==> config.mk <==
export PLATFORM = sky130hd
export DESIGN_NAME = nn_feature_loader
export DESIGN_NICKNAME = d
export VERILOG_FILES = /design/src/rtl/nn_feature_loader_pkg.sv /design/src/rtl/nn_feature_loader_bank.sv /design/src/rtl/nn_feature_loader.sv
export SDC_FILE = /design/constraint.sdc
export NUM_CORES = 1
export LEC_CHECK = 0
export ABC_AREA = 1
export BUFFER_PORTS_ARGS = -buffer_cell sky130_fd_sc_hd__buf_2
export CAP_MARGIN = 40
export CORE_UTILIZATION = 52
export CTS_BUF_LIST = sky130_fd_sc_hd__clkbuf_8
export CTS_CLUSTER_SIZE = 30
export DETAILED_ROUTE_END_ITERATION = 16
export PLACE_DENSITY = 0.81
export REMOVE_ABC_BUFFERS = 1
export SYNTH_ARGS = -nofsm -noshare
export SYNTH_HDL_FRONTEND = slang
export SYNTH_HIERARCHICAL = 1
export SYNTH_SLANG_ARGS = --single-unit
export TNS_END_PERCENT = 100
==> constraint.sdc <==
create_clock -name clk -period 3.03 [get_ports clk]
set_input_delay 0.7575 -clock clk [delete_from_list [all_inputs] [get_ports clk]]
set_output_delay 0.7575 -clock clk [all_outputs]
set_load 0.005 [all_outputs]
==> src/rtl/nn_feature_loader_pkg.sv <==
// nn_parameters: shared sizes, feature type and FSM encodings
// for the classifier front-end feeder (nn_feature_loader).
package nn_parameters;

   localparam int IN_SIZE_1  = 4;
   localparam int NN_LATENCY = 5;

   typedef logic [15:0] feature_t;

   typedef enum logic {
      FILL,
      PENDING
   } fill_state_t;

   typedef enum logic {
      IDLE,
      RUN
   } run_state_t;

endpackage

==> src/rtl/nn_feature_loader_bank.sv <==
// nn_feature_bank: N x W register bank, one indexed write port,
// full parallel read (rdata[i*W +: W] = entry i), sync clear.
module nn_feature_bank #(
   parameter int N  = 4,
   parameter int W  = 16,
   parameter int IW = $clog2(N)
) (
   input  logic            clk,
   input  logic            clr,
   input  logic            we,
   input  logic [IW-1:0]   widx,
   input  logic [W-1:0]    wdata,
   output logic [N*W-1:0]  rdata
);

   logic [N-1:0][W-1:0] mem;

   always_ff @(posedge clk) begin
      if (clr)
         mem <= '0;
      else if (we)
         mem[widx] <= wdata;
   end

   assign rdata = mem;

endmodule

==> src/rtl/nn_feature_loader.sv <==
// nn_feature_loader: stream -> ping-pong frame banks -> classifier input.
// Ports: clk/rst (sync, active-low), s_feat_* valid/ready stream in,
// nn_input_vector (active bank), nn_output_value in, class_out/
// class_valid result, frame_error pulse, busy while classifier runs.
module nn_feature_loader
   import nn_parameters::*;
#(
   parameter int IN_SIZE    = nn_parameters::IN_SIZE_1,
   parameter int FEAT_W     = 16,
   parameter int NN_LATENCY = nn_parameters::NN_LATENCY
) (
   input  logic                      clk,
   input  logic                      rst,
   input  logic [FEAT_W-1:0]         s_feat_data,
   input  logic                      s_feat_valid,
   input  logic                      s_feat_last,
   output logic                      s_feat_ready,
   output logic [IN_SIZE*FEAT_W-1:0] nn_input_vector,
   input  logic [1:0]                nn_output_value,
   output logic [1:0]                class_out,
   output logic                      class_valid,
   output logic                      frame_error,
   output logic                      busy
);

   localparam int IW = $clog2(IN_SIZE);
   localparam int CW = $clog2(NN_LATENCY + 1);
   localparam logic [IW-1:0] LAST_IDX = IW'(IN_SIZE - 1);
   localparam logic [CW-1:0] LAST_CNT = CW'(NN_LATENCY);

   fill_state_t fstate, fnext;
   run_state_t  rstate, rnext;

   logic [IW-1:0] idx, idx_n;
   logic [CW-1:0] cnt, cnt_n;
   logic sel, live;
   logic accept, at_last, bad, run_end, run_free;
   logic swap, we;
   logic [IN_SIZE*FEAT_W-1:0] rd0, rd1;

   assign accept  = s_feat_valid && s_feat_ready;
   assign at_last = (idx == LAST_IDX);
   // last must coincide exactly with the final slot
   assign bad     = accept && (s_feat_last != at_last);
   assign run_end = (rstate == RUN) && (cnt == LAST_CNT);
   assign run_free = (rstate == IDLE) || run_end;

   always_comb begin
      fnext = fstate;
      idx_n = idx;
      swap  = 1'b0;
      we    = 1'b0;
      unique case (fstate)
         FILL: begin
            if (accept) begin
               if (bad) begin
                  idx_n = '0;
               end else begin
                  we = 1'b1;
                  if (at_last) begin
                     idx_n = '0;
                     if (run_free)
                        swap = 1'b1;
                     else
                        fnext = PENDING;
                  end else begin
                     idx_n = idx + 1'b1;
                  end
               end
            end
         end
         PENDING: begin
            if (run_free) begin
               swap  = 1'b1;
               fnext = FILL;
            end
         end
      endcase
   end

   always_comb begin
      rnext = rstate;
      cnt_n = cnt;
      unique case (rstate)
         IDLE: begin
            if (swap) begin
               rnext = RUN;
               cnt_n = '0;
            end
         end
         RUN: begin
            if (run_end) begin
               cnt_n = '0;
               if (!swap)
                  rnext = IDLE;
            end else begin
               cnt_n = cnt + 1'b1;
            end
         end
      endcase
   end

   always_ff @(posedge clk) begin
      if (!rst) begin
         fstate      <= FILL;
         rstate      <= IDLE;
         idx         <= '0;
         cnt         <= '0;
         sel         <= 1'b0;
         live        <= 1'b0;
         class_out   <= 2'b00;
         class_valid <= 1'b0;
         frame_error <= 1'b0;
      end else begin
         fstate      <= fnext;
         rstate      <= rnext;
         idx         <= idx_n;
         cnt         <= cnt_n;
         live        <= 1'b1;
         class_valid <= run_end;
         frame_error <= bad;
         if (swap)
            sel <= ~sel;
         if (run_end)
            class_out <= nn_output_value;
      end
   end

   // sel picks the active bank; the other one is being filled
   nn_feature_bank #(.N(IN_SIZE), .W(FEAT_W), .IW(IW)) u_bank0 (
      .clk   (clk),
      .clr   (!rst),
      .we    (we && sel),
      .widx  (idx),
      .wdata (s_feat_data),
      .rdata (rd0)
   );

   nn_feature_bank #(.N(IN_SIZE), .W(FEAT_W), .IW(IW)) u_bank1 (
      .clk   (clk),
      .clr   (!rst),
      .we    (we && !sel),
      .widx  (idx),
      .wdata (s_feat_data),
      .rdata (rd1)
   );

   assign nn_input_vector = sel ? rd1 : rd0;
   assign s_feat_ready    = live && (fstate == FILL);
   assign busy            = (rstate == RUN);

endmodule

## Yosys cells after proc, flatten, opt, wreduce, memory -nomap -nowiden

Index checks and enable logic that the tools add are counted.

- Add/sub/neg operators: 2
- $lt $le $gt $ge: 2
- Equality and inequality tests: 4
- Muxes and demuxes: 27
- Bitwise logic cells: 3
- Reduce and logical (&&, ||, !) cells: 10

Operator list:

| operator | count |
|---|---|
| 64-bit bitwise mux | 2 |
| 64-bit 2-to-1 mux | 1 |
| 16-bit demux with 2-bit select | 1 |
| 16-bit 2-to-1 mux | 1 |
| 1-bit 2-to-1 mux | 14 |
| 1-bit logical AND | 7 |
| 3-bit 2-to-1 mux | 2 |
| 1-bit one-hot mux with 2 select lines | 3 |
| 3-bit one-hot mux with 2 select lines | 1 |
| 2-bit 2-to-1 mux | 2 |
| 3-bit by 1-bit adder with 3-bit output, second input constant | 1 |
| 3-bit equality test, second input constant | 1 |
| 2-bit by 3-bit less-than comparator with 1-bit output, second input constant | 1 |
| 1-bit NOT | 3 |
| 2-bit by 1-bit adder with 2-bit output, second input constant | 1 |
| 2-bit equality test, second input constant | 1 |
| 2-bit by 1-bit greater-or-equal comparator with 1-bit output, second input constant | 1 |
| 2-bit != test, second input constant | 1 |
| 2-bit AND reduction | 1 |
| 1-bit logical NOT | 1 |
| 1-bit logical OR | 1 |
| 1-bit != test | 1 |

- Register bits after elaboration: 141
- Input port bits: 22
- Logic and storage cells: 65

## Longest topological paths before layout

- Depth after elaboration: 11
- Depth in mapped cells: 13
- Gate-level depth less buffers: 11

## Hierarchy

Netlist, hierarchy kept.

By module, submodules not included:

| module | times used | cells an instance | area each (µm²) |
|---|---|---|---|
| nn_feature_bank | 2 | 413 | 2651.3 |
| nn_feature_loader | 1 | 280 | 1415.1 |

## Worst setup path before layout

No wires, ideal clock.

- Path kind: input-to-reg
- From: input s_feat_last
- To: register u_bank0.mem, in the netlist u_bank0/rdata[6]
- Library setup time: 0.115 ns
- Arrival time: 1.801 ns
- Required time: 2.915 ns
- Path slack: 1.114 ns
- Cell stages on the path: 10
- Cells stage by stage: nor2_1 nor2_1 nor2_2 inv_1 nor2_1 buf_2 clkbuf_1 nand3_1 nand2_1 nor2_1

- Word-level cells in the longest chain between the ends: 6

Ends and longest elaborated chain:

| what | RTL line | source |
|---|---|---|
| from (decl) | nn_feature_loader.sv:16 | `input logic s_feat_last,` |
| 1-bit != test | nn_feature_loader.sv:44 | `assign bad = accept && (s_feat_last != at_last);` |
| 1-bit logical AND | nn_feature_loader.sv:44 |  |
| 1-bit 2-to-1 mux | nn_feature_loader.sv:56 | `if (bad) begin` |
| 1-bit 2-to-1 mux | nn_feature_loader.sv:55 | `if (accept) begin` |
| 1-bit 2-to-1 mux | nn_feature_loader.sv:53 | `unique case (fstate)` |
| 1-bit logical AND | nn_feature_loader.sv:133 | `.we (we && sel),` |
| to (signal, indexed assignment) | nn_feature_loader_bank.sv:22 | `mem[widx] <= wdata;` |
| to (decl) | nn_feature_loader_bank.sv:16 | `logic [N-1:0][W-1:0] mem;` |

No other way between the ends.
A chain may end at the register's enable or synchronous reset.

## Worst setup path in the final report

- From: register sel
- To: output nn_input_vector[63]

- Word-level cells in the longest chain between the ends: 1

Ends and longest elaborated chain:

| what | RTL line | source |
|---|---|---|
| from (decl) | nn_feature_loader.sv:36 | `logic sel, live;` |
| from (signal assigned) | nn_feature_loader.sv:123 | `sel <= ~sel;` |
| 64-bit 2-to-1 mux | nn_feature_loader.sv:148 | `assign nn_input_vector = sel ? rd1 : rd0;` |
| to (decl) | nn_feature_loader.sv:18 | `output logic [IN_SIZE*FEAT_W-1:0] nn_input_vector,` |

No other way between the ends.

==> impl_results.md <==
* Critical Path RT at 2.27 ns
* #FFs+latches synth at 141
* CP max stage cell: buf_4
* Reg2reg path depth at 11
* Tightest Pin Transition at 0.7633 ns
* Area Overhead vs Synth at 15.07%
* Worst vdd ir at 0.2723 mV
* Max cap viols at 0
* Fin Hold WS at 0.4424 ns
* Startpoint Class: register
* First-pass GRT wire length at 24.58 mm
* Syn_area_per_cell at 6.074 µm²
* Core region area at 0.01262 mm²
* Port Buffer Count at 91
* Routed wire length at 14.98 mm
* Clock sink count at 141
* Postcts setup bufs at 0
* Antenna Nets Post-Route at 0
* Yosys warnings at 6
* DRT Pass-1 Iters at 5
* Clock Skews at 0.009982 ns
* Largest net degree at the start of global routing at 68
* Hold Vio Cnt, Final at 0
* Vias in the first global route at 5412
* Die Ht at 115.7 µm
* CP most frequent cell: nand2_1
* Hold path cells at 2
* Mapped cell area at 0.006718 mm²
* Syn Inst Count at 1106
* Clk root buf: clkbuf_8
* Hold_buf cts at 0
* PD cells at 491.3 mW/mm²
* Hpwl dp at 9.342 mm
* WL met3 at 962 µm
* Die area at 0.01338 mm²
* Crit path cell chain: buf_4 -> nand2_1 -> nand2_1 -> buf_2
* Clock slew at reported path FFs at 0.08 ns
* DR vias/cell at 4.596
* Library cells used by synthesis at 22
* Leakage power at 4.453 nW
* Initial Utilization at 53.23%
* Die Width at 115.7 µm
* Max Buffers Root-to-Sink at 2
* FMAX at 0.3941 GHz
* Min-delay worst type: reg -> reg
* Routed wire per std cell at 11.01 µm
* Post-CTS sizing at 0
* Grt ovf at 0
* DP Worst Slack at 0.8886 ns
* Met2 wire len at 6.767 mm
* Setup-failing EPs final at 0
* RSZ-0062 raised after global routing: false
* Initial antenna violation count at 0
* Fin crit share at 83.75%
* Remaining DRCs at 0
* Vias after detailed routing at 6255
* Diode count at 0
* Max layer used: met4
* DRT iter0 DRCs at 433
* Critical path's largest stage delay at 0.62 ns
* # nets final at 1201
* Max-Slew Margin vs Limit at 49.11%
* CP Capture Type: output pin
* Worst EP arrival at 1.78 ns
* Total track usage at 23.40%
* H-tree Lvls at 4
* Num CTS Buffers at 17
* Storage cell area at 0.002824 mm²
* Share of cells above drive strength 1 at 13.12%
* Kind of critical path: reg -> out
* Final Core Density at 61.25%
* Final worst slack at 0.4924 ns
* GPL Wtd Cong at 0.7668
* CP max FO at 67
* Multi-input gate area at 0.003029 mm²
* Sequential share of the synthesized area at 42.02%
* Layout fillers at 1234
* I/O pin total at 92
* Outcome: finished clean
* Max Slew Vio Count at 0
* Row count at 41
* M1 WL at 6.955 mm
* Period minus WS final at 2.538 ns
* Clock Latency Late Sink at 0.44 ns
* CTS tree: yes
-- stage by stage --
step,total power [W],setup TNS (ns),cell area [µm²],cells
after floorplan,0.002012,-111.90,6394,1046
after CTS,0.003821,0,7730,1361
after global placement,0.002089,0,7263,1329
after detailed placement,0.002091,0,7263,1329
after global routing,0.003940,0,7730,1361
final,0.003797,0,7730,1361
-- cells in the final DEF (no fill, tap or decap), types with 2 or more instances in the layout --
cell type,instances
dfxtp_1,140
a21oi_1,38
inv_2,3
clkinv_4,2
buf_2,91
ha_1,3
nand2_1,429
nand3_1,42
clkinv_2,4
clkbuf_8,20
inv_1,145
o21ai_0,4
buf_4,17
nor2_2,5
nor2_1,230
bufinv_16,5
buf_12,3
-- power breakdown --
group          switching, W  internal, W  leakage, nW  total [W]
Sequential        0.0000110      0.00187         1.14    0.00188
Combinational      0.000119    0.0000489         3.07   0.000168
Clock              0.000707      0.00104        0.244    0.00175
Total              0.000838      0.00296         4.45    0.00380
-- metal layers --
metal,global-route usage [%],vias up
li1,-,3374
met1,29.94,2670
met2,38.48,192
met3,4.550,19
met4,10.34,0
met5,0,-
-- kinds of logic after synthesis --
kind of cell | Yosys count | share of synthesized area (%)
AND/OR/NAND/NOR | 710 | 40.79
buffers and inverters | 207 | 13.04
flip-flops | 141 | 42.02
AO/OA/AOI/OAI | 45 | 3.595
adder cells (fa/ha/maj) | 3 | 0.5588
-- flip-flops by register name, indices dropped and copies added (netlist names) --
name	count
busy	1
class_out	2
class_valid	1
cnt	3
frame_error	1
fstate	1
idx	2
live	1
sel	1
u_bank0/rdata	64
u_bank1/rdata	64
-- synth_stat cells (all sizes together) --
cell / n / area [µm²]
a21oi: 40 / 215.2
buf: 52 / 294.0
clkbuf: 8 / 30.03
dfxtp: 141 / 2823
ha: 3 / 37.54
inv: 147 / 551.8
nand2: 431 / 1628
nand3: 42 / 210.2
nor2: 236 / 895.9
nor4: 1 / 6.260
o21ai: 4 / 20.02
o22ai: 1 / 6.260
-- cell type report --
class | instances | area share [%]
Clock inverter | 12 | 2.477
Inverter | 147 | 7.138
Sequential cell | 141 | 36.53
Tap cell | 172 | 2.784
Timing Repair Buffer | 111 | 8.320
Clock buffer | 20 | 3.561
Multi-Input combinational cell | 758 | 39.19
-- path summary, 6_finish.rpt --
check | start | to | slack [ns]
max | sel | nn_input_vector[63] | 0.49
max reg2reg | idx[1] | u_bank1/rdata[3] | 1.01
min | class_out[0] | class_out[0] | 0.44
min reg2reg | class_out[0] | class_out[0] | 0.44
-- worst max-delay path: cells and delay by family, from the launching register on --
kind	cells	cell delay, ns
simple gates	2	0.26
flops	1	0.34
buf+inv	2	0.74
Power figures use the tool's default switching activity.
